File: src/rtl/spi_target_regfile_if.sv
// spi_target_regfile_if: SPI bus between an initiator (master) and the register-file target (slave)
interface spi_target_regfile_if;
  logic sclk;
  logic cs_n;
  logic mosi;
  logic miso;
  logic miso_oe;
  modport master (output sclk, cs_n, mosi, input miso, miso_oe);
  modport slave (input sclk, cs_n, mosi, output miso, miso_oe);
endinterface

File: src/rtl/spi_target_regfile.sv
// spi_target_regfile: SPI mode-0 target with an 8-bit register file and host read port; SPI_TGT_ERRCNT_EN adds a saturating err_cnt output
module spi_target_regfile #(
  parameter int DEPTH = 16,
  parameter int SYNC_FF = 2
) (
  input  logic clk,
  input  logic rst,
  spi_target_regfile_if.slave spi,
  input  logic [6:0] reg_addr,
  output logic [7:0] reg_rdata,
  output logic wr_evt,
  output logic rd_evt,
  output logic err
`ifdef SPI_TGT_ERRCNT_EN
  , output logic [7:0] err_cnt
`endif
);
  localparam int AW = DEPTH > 1 ? $clog2(DEPTH) : 1;
  localparam logic [7:0] LIM = 8'(DEPTH);
  typedef enum logic [1:0] {IDLE, CMD, DATA, DONE} state_t;
  state_t state, state_n;
  logic [SYNC_FF-1:0] sclk_s, cs_s, mosi_s;
  logic sclk_d, cs_d;
  logic rise, fall, cs_rise, cs_fall;
  logic [4:0] cnt, cnt_n;
  logic [6:0] sh, sh_n;
  logic [7:0] cmd, cmd_n, sout, sout_n, din, ecnt;
  logic miso_q, oe_q, miso_n, oe_n, wr_n, rd_n, err_n, hit;
  logic [7:0] regs [1<<AW];

  function automatic logic ok(input logic [6:0] a);
    return {1'b0, a} < LIM;
  endfunction

  assign rise = sclk_s[SYNC_FF-1] & ~sclk_d;
  assign fall = ~sclk_s[SYNC_FF-1] & sclk_d;
  assign cs_rise = cs_s[SYNC_FF-1] & ~cs_d;
  assign cs_fall = ~cs_s[SYNC_FF-1] & cs_d;
  assign din = {sh, mosi_s[SYNC_FF-1]};
  assign spi.miso = miso_q;
  assign spi.miso_oe = oe_q;

  // synchronisers reset cs_n low so a frame already running at reset release never sees a falling edge
  always_ff @(posedge clk or posedge rst)
    if (rst) begin
      sclk_s <= '0;
      cs_s <= '0;
      mosi_s <= '0;
      sclk_d <= 1'b0;
      cs_d <= 1'b0;
    end else begin
      sclk_s <= {sclk_s[SYNC_FF-2:0], spi.sclk};
      cs_s <= {cs_s[SYNC_FF-2:0], spi.cs_n};
      mosi_s <= {mosi_s[SYNC_FF-2:0], spi.mosi};
      sclk_d <= sclk_s[SYNC_FF-1];
      cs_d <= cs_s[SYNC_FF-1];
    end

  // frame state and shift registers
  always_ff @(posedge clk or posedge rst)
    if (rst) begin
      state <= IDLE;
      cnt <= '0;
      sh <= '0;
      cmd <= '0;
      sout <= '0;
      miso_q <= 1'b0;
      oe_q <= 1'b0;
      wr_evt <= 1'b0;
      rd_evt <= 1'b0;
      err <= 1'b0;
    end else begin
      state <= state_n;
      cnt <= cnt_n;
      sh <= sh_n;
      cmd <= cmd_n;
      sout <= sout_n;
      miso_q <= miso_n;
      oe_q <= oe_n;
      wr_evt <= wr_n;
      rd_evt <= rd_n;
      err <= err_n;
    end

  // frame decode: cmd byte selects direction/address, read data is snapshotted at cmd decode
  always_comb begin
    state_n = state;
    cnt_n = cnt;
    sh_n = sh;
    cmd_n = cmd;
    sout_n = sout;
    miso_n = miso_q;
    oe_n = oe_q;
    wr_n = 1'b0;
    rd_n = 1'b0;
    err_n = 1'b0;
    case (state)
      IDLE: begin
        miso_n = 1'b0;
        oe_n = 1'b0;
        if (cs_fall) begin
          state_n = CMD;
          cnt_n = '0;
        end
      end
      CMD:
        if (cs_rise) begin
          state_n = IDLE;
          err_n = cnt != 5'd0;
        end else if (rise) begin
          sh_n = din[6:0];
          cnt_n = cnt + 5'd1;
          if (cnt == 5'd7) begin
            cmd_n = din;
            state_n = DATA;
            rd_n = !din[7];
            err_n = !din[7] && !hit && !ok(din[6:0]);
            sout_n = hit ? ecnt : ok(din[6:0]) ? regs[din[AW-1:0]] : 8'h00;
          end
        end
      DATA:
        if (cs_rise) begin
          state_n = IDLE;
          err_n = 1'b1;
          oe_n = 1'b0;
          miso_n = 1'b0;
        end else if (rise) begin
          sh_n = din[6:0];
          cnt_n = cnt + 5'd1;
          if (cnt == 5'd15) begin
            state_n = DONE;
            miso_n = 1'b0;
            wr_n = cmd[7] && ok(cmd[6:0]);
            err_n = cmd[7] && !ok(cmd[6:0]);
          end
        end else if (fall && !cmd[7]) begin
          oe_n = 1'b1;
          miso_n = sout[7];
          sout_n = {sout[6:0], 1'b0};
        end
      DONE: begin
        miso_n = 1'b0;
        if (cs_rise) begin
          state_n = IDLE;
          oe_n = 1'b0;
        end
      end
      default: state_n = IDLE;
    endcase
  end

  // register file: write commits on the 16th rising edge, together with wr_evt
  always_ff @(posedge clk or posedge rst)
    if (rst) for (int i = 0; i < (1 << AW); i++) regs[i] <= '0;
    else if (wr_n) regs[cmd[AW-1:0]] <= din;

  // host read port, out-of-range addresses read as zero
  always_ff @(posedge clk or posedge rst)
    if (rst) reg_rdata <= '0;
    else reg_rdata <= ok(reg_addr) ? regs[reg_addr[AW-1:0]] : 8'h00;

`ifdef SPI_TGT_ERRCNT_EN
  // saturating count of err pulses, cleared only by rst
  always_ff @(posedge clk or posedge rst)
    if (rst) ecnt <= '0;
    else if (err && ecnt != 8'hFF) ecnt <= ecnt + 8'd1;
  assign err_cnt = ecnt;
  assign hit = din[6:0] == 7'h7F;
`else
  assign ecnt = '0;
  assign hit = 1'b0;
`endif
endmodule
File: src/flat_wrapper.sv
// flat-port wrapper written by rule: the top's interface ports become plain ports
module spi_target_regfile_flat 
#(
  parameter int DEPTH = 16,
  parameter int SYNC_FF = 2
)
  (clk, rst, reg_addr, reg_rdata, wr_evt, rd_evt, err, spi_sclk, spi_cs_n, spi_mosi, spi_miso, spi_miso_oe);
  spi_target_regfile_if spi_i ();
  input  logic clk;
  input  logic rst;
  input  logic [6:0] reg_addr;
  output logic [7:0] reg_rdata;
  output logic wr_evt;
  output logic rd_evt;
  output logic err;
  input wire logic [$bits(spi_i.sclk)-1:0] spi_sclk;
  input wire logic [$bits(spi_i.cs_n)-1:0] spi_cs_n;
  input wire logic [$bits(spi_i.mosi)-1:0] spi_mosi;
  output wire logic [$bits(spi_i.miso)-1:0] spi_miso;
  output wire logic [$bits(spi_i.miso_oe)-1:0] spi_miso_oe;
  assign spi_i.sclk = spi_sclk;
  assign spi_i.cs_n = spi_cs_n;
  assign spi_i.mosi = spi_mosi;
  assign spi_miso = spi_i.miso;
  assign spi_miso_oe = spi_i.miso_oe;
  spi_target_regfile #(.DEPTH(DEPTH), .SYNC_FF(SYNC_FF)) u_core (.clk(clk), .rst(rst), .spi(spi_i), .reg_addr(reg_addr), .reg_rdata(reg_rdata), .wr_evt(wr_evt), .rd_evt(rd_evt), .err(err));
endmodule
File: config.mk
export PLATFORM = sky130hd
export DESIGN_NAME = spi_target_regfile_flat
export DESIGN_NICKNAME = d
export VERILOG_FILES = /design/src/rtl/spi_target_regfile_if.sv /design/src/rtl/spi_target_regfile.sv /design/src/flat_wrapper.sv
export SDC_FILE = /design/constraint.sdc
export NUM_CORES = 1
export LEC_CHECK = 0
export ABC_AREA = 1
export CAP_MARGIN = 25
export CORE_ASPECT_RATIO = 0.6
export CORE_UTILIZATION = 35
export CTS_CLUSTER_SIZE = 28
export DETAILED_ROUTE_END_ITERATION = 6
export DONT_BUFFER_PORTS = 1
export PLACE_DENSITY = 0.45
export SYNTH_ARGS = -nofsm -noshare
export SYNTH_HDL_FRONTEND = slang
export SYNTH_SLANG_ARGS = --single-unit
export TNS_END_PERCENT = 10
File: constraint.sdc
create_clock -name clk -period 12.5 [get_ports clk]
set_input_delay 0 -clock clk [delete_from_list [all_inputs] [get_ports clk]]
set_output_delay 0 -clock clk [all_outputs]
set_load 0.02 [all_outputs]
==> impl_results.rst <==
.. list-table::
   :header-rows: 1

   * - Metric
     - Value
   * - Status
     - finished, final reports clean
   * - Commonest cells in the synthesized netlist
     - nand2_1 (352), inv_1 (289), dfrtp_1 (179)
   * - Post-synthesis simple-gate area fraction
     - 0.283
   * - Final critical-path share of the clock period
     - 0.237
   * - Share of flip-flops with an asynchronous set or reset
     - 1.00
   * - CTS buffer count
     - 17
   * - First-pass GRT wire length
     - 58.2 mm
   * - Final cell count without fillers
     - 1890
   * - CP startpoint kind
     - flip-flop
   * - Mean post-synth cell area
     - 7.06 µm²
   * - Total design power
     - 1.77 mW
   * - Share of synthesized cell area in full adder, half adder and majority cells
     - 0.0105
   * - Unique masters post-synth
     - 33
   * - DP HPWL
     - between 20 and 25 mm
   * - Top cells by area, synth
     - dfrtp_1 (42%), nand2_1 (12%), inv_1 (10%)
   * - I/O pin count
     - 25
   * - Required time at the worst-slack endpoint
     - 12.90 ns
   * - Design Area, Final
     - 11800 µm²
   * - Core area
     - 30000 µm²
   * - Critical path class
     - reg -> reg
   * - Floorplan die area
     - 31400 µm²
   * - Period minus WS final
     - roughly 3 ns
   * - Net total in the final layout
     - 1490
   * - Count of filler cells inserted in the layout
     - 3184
   * - Number of flops mapped to enable cells by yosys
     - 0
   * - Critical-path maximum fanout
     - 144
   * - Compound-Gate Fraction of Synth Area
     - 0.137
   * - Most common cell in the netlist
     - nand2_1
   * - Most used flip-flop cell after synthesis
     - dfrtp_1
   * - Setup tns final
     - 0 ns
   * - Largest net degree at the start of global routing
     - 145
   * - Share of Yosys cell area claimed by the top area cell type
     - 0.417
   * - Placement-stage cell area
     - 11000 µm²
   * - Antenna diode count
     - 0
   * - Max-slew violations
     - 0
   * - Worst min-delay path category
     - in -> reg
   * - CTS tree
     - yes
   * - Number of DRC violations after detailed routing
     - 0
   * - Width of the die
     - 228 µm
   * - Initial antenna violation count
     - 0
   * - Number of optimization iterations in the first detailed-route pass
     - 5
   * - Leakage power total
     - 6.49 nW
   * - Final clock skew
     - 0.00932 ns
   * - Area of the mapped netlist
     - ~11000 µm²
   * - Post-route worst hold slack
     - 0.0109 ns
   * - Number of DRC violations after detailed-routing iteration 0
     - around 1.1k
   * - Dpl cells
     - 1842
   * - Average wire per cell in the routed design
     - 20.3 µm
   * - Max H-tree Level
     - 4
   * - FF/Latch Area
     - between 4000 and 5000 µm²
   * - Routed wire length
     - 38.4 mm
   * - Post-CTS Setup Inserts
     - 0
   * - Area used by multi-input combinational logic
     - about 4700 µm²
   * - Source-to-sink clock delay at the later pin of the worst-skew pair
     - 0.45 ns
   * - GRT overflow
     - 0
   * - Unrepaired setup endpoints after global routing
     - no
   * - Slew at the pin closest to its max-slew limit
     - 1.04 ns
   * - Combinational family with the most area after synthesis
     - simple AND/OR/NAND/NOR gates
   * - CTS root buf
     - clkbuf_16
   * - Sequential fraction of the synthesis area
     - 0.417
   * - Mux contribution to synthesized area
     - 0
   * - Deepest clock path buffer count
     - 2
   * - RD Place Congestion
     - 0.851
   * - Power density normalized to cell area
     - 150 nW/µm²
   * - Reported max-cap violation count
     - 0
   * - Final Hold Fails
     - 0
   * - Max-slew headroom at the worst pin
     - 0.302
   * - Layout Area Growth over Synthesis
     - 9.68%
   * - Clock transition time at the flip-flop clock pins of the worst setup and hold paths
     - 0.07 ns
   * - Number of endpoints failing setup at the final stage
     - 0
   * - Post-Syn Instances
     - 1521
   * - Largest area contributor in the synthesized netlist
     - dfrtp_1
   * - Element type at the critical path end
     - flip-flop
   * - Vias after detailed routing
     - 9905
   * - CTS sink cnt
     - 179
   * - Chip height
     - 138 µm
   * - Via count of the first global-routing pass
     - 8901
   * - Antenna-violating nets left
     - 0
   * - Vias per std cell
     - between 5 and 6
   * - Total routing usage reported by global routing
     - 0.251
   * - Initial cell density of the core
     - 0.358
   * - FP Rows
     - 49
   * - Number of storage elements in the synthesis netlist
     - 179
   * - Data arrival at the endpoint of the critical path
     - 3.36 ns
   * - Fraction of layout instances using a drive strength above 1
     - 0.0547
   * - Max Clk Rate
     - 338 MHz
   * - Post-synthesis share of cell area spent on xor and xnor gates
     - 0.000815
   * - Worst VDD drop
     - around 0.00010 V
   * - Syn. warnings
     - 0
   * - Number of nets produced by synthesis
     - 1542
   * - Number of resized instances in the post-cts repair step
     - 0
   * - Buffers added on ports
     - 0
[sequential cells by signal, indices dropped and copies added (netlist names), 5 cells and up]
register,cells
u_core.cnt,5
u_core.reg_rdata,8
u_core.sout,8
u_core.regs,128
u_core.cmd,8
u_core.sh,7
[logic make-up (layout without fill, tap and decap cells)]
logic type / count (synthesis) / in the layout
DFF: 179 / 179
adders and majority gates: 9 / 9
AOI/OAI and AO/OA: 291 / 291
xor gates and xnor gates: 1 / 1
and+or+nand+nor: 635 / 635
buffers and inverters: 406 / 367
[final timing paths]
kind                                      start                   to  slack (ns)  cells after the start
min in group asynchronous                   rst        u_core.cmd[1]        0.16                      2
worst max register to register  u_core.state[0]      u_core.regs[47]        9.54                      9
worst min register to register   u_core.cs_s[0]       u_core.cs_s[1]        0.35                      0
worst min-delay path                reg_addr[1]  u_core.reg_rdata[7]        0.01                      5
max in group asynchronous                   rst     u_core.mosi_s[1]       10.92                      4
worst max-delay path            u_core.state[0]      u_core.regs[47]        9.54                      9
[metal layers]
metal | global-route usage | part of all wire | wire length, µm
met5 | 0 | 0 | 0
met4 | 0.0608 | 0.010 | 394
met3 | 0.0633 | 0.083 | 3180
met2 | 0.345 | 0.39 | 15100
met1 | 0.383 | 0.51 | 19700
[worst max-delay path, stage by stage, from the launching register on]
cell and delay (ns):
dfrtp_1 0.44, inv_1 0.14, ha_1 0.47, inv_1 0.17
nor3_4 0.24, buf_12 0.58, nand3_1 0.51, nand2_1 0.16
nand2_1 0.06, inv_1 0.06
[report_power, final]
| group | internal [mW] | switching [mW] | total, mW |
|---|---|---|---|
| Sequential | 0.613 | 0.0346 | 0.647 |
| Clock | 0.351 | 0.254 | 0.605 |
| Combinational | 0.131 | 0.388 | 0.519 |
| Total | 1.09 | 0.677 | 1.77 |
[cells in the final DEF, fill, tap and decap left out, drive strengths merged]
cell type,netlist,routed
nand2,354,354
inv,292,293
dfrtp,179,179
o21ai,150,150
a21oi,135,135
nand4,129,129
nand3,128,128
clkbuf,78,20
buf,28,20
nor2,17,17
dlygate4sd3,0,15
clkinv,8,13
ha,9,9
bufinv,0,4
nor3,4,4
a31oi,2,2
clkinvlp,0,2
a21boi,1,1
xor2,1,1
nor4,1,1
or3,1,1
or2,1,1
o31ai,1,1
o21bai,1,1
o22ai,1,1
[repair_timing]
action / 4_1_cts / 5_1_grt
setup endpoints to repair: 0 / 0
hold endpoints to repair: 118 / 0
hold buffers: 15 / 0
[cell type report]
class / instances / area share
Sequential cell: 179 / 0.380
Clock inverter: 12 / 0.0150
Inverter: 300 / 0.0962
Tap cell: 408 / 0.0433
Timing Repair Buffer: 35 / 0.0304
Multi-Input combinational cell: 936 / 0.395
Clock buffer: 20 / 0.0396
[per-stage QoR]
step                setup WS, ns  utilization
floorplan                   7.64            -
global placement            9.63        0.364
detailed placement          9.58        0.365
CTS                         9.56        0.392
global route                9.34        0.392
finish                      9.54        0.392
Power figures use the tool's default switching activity.
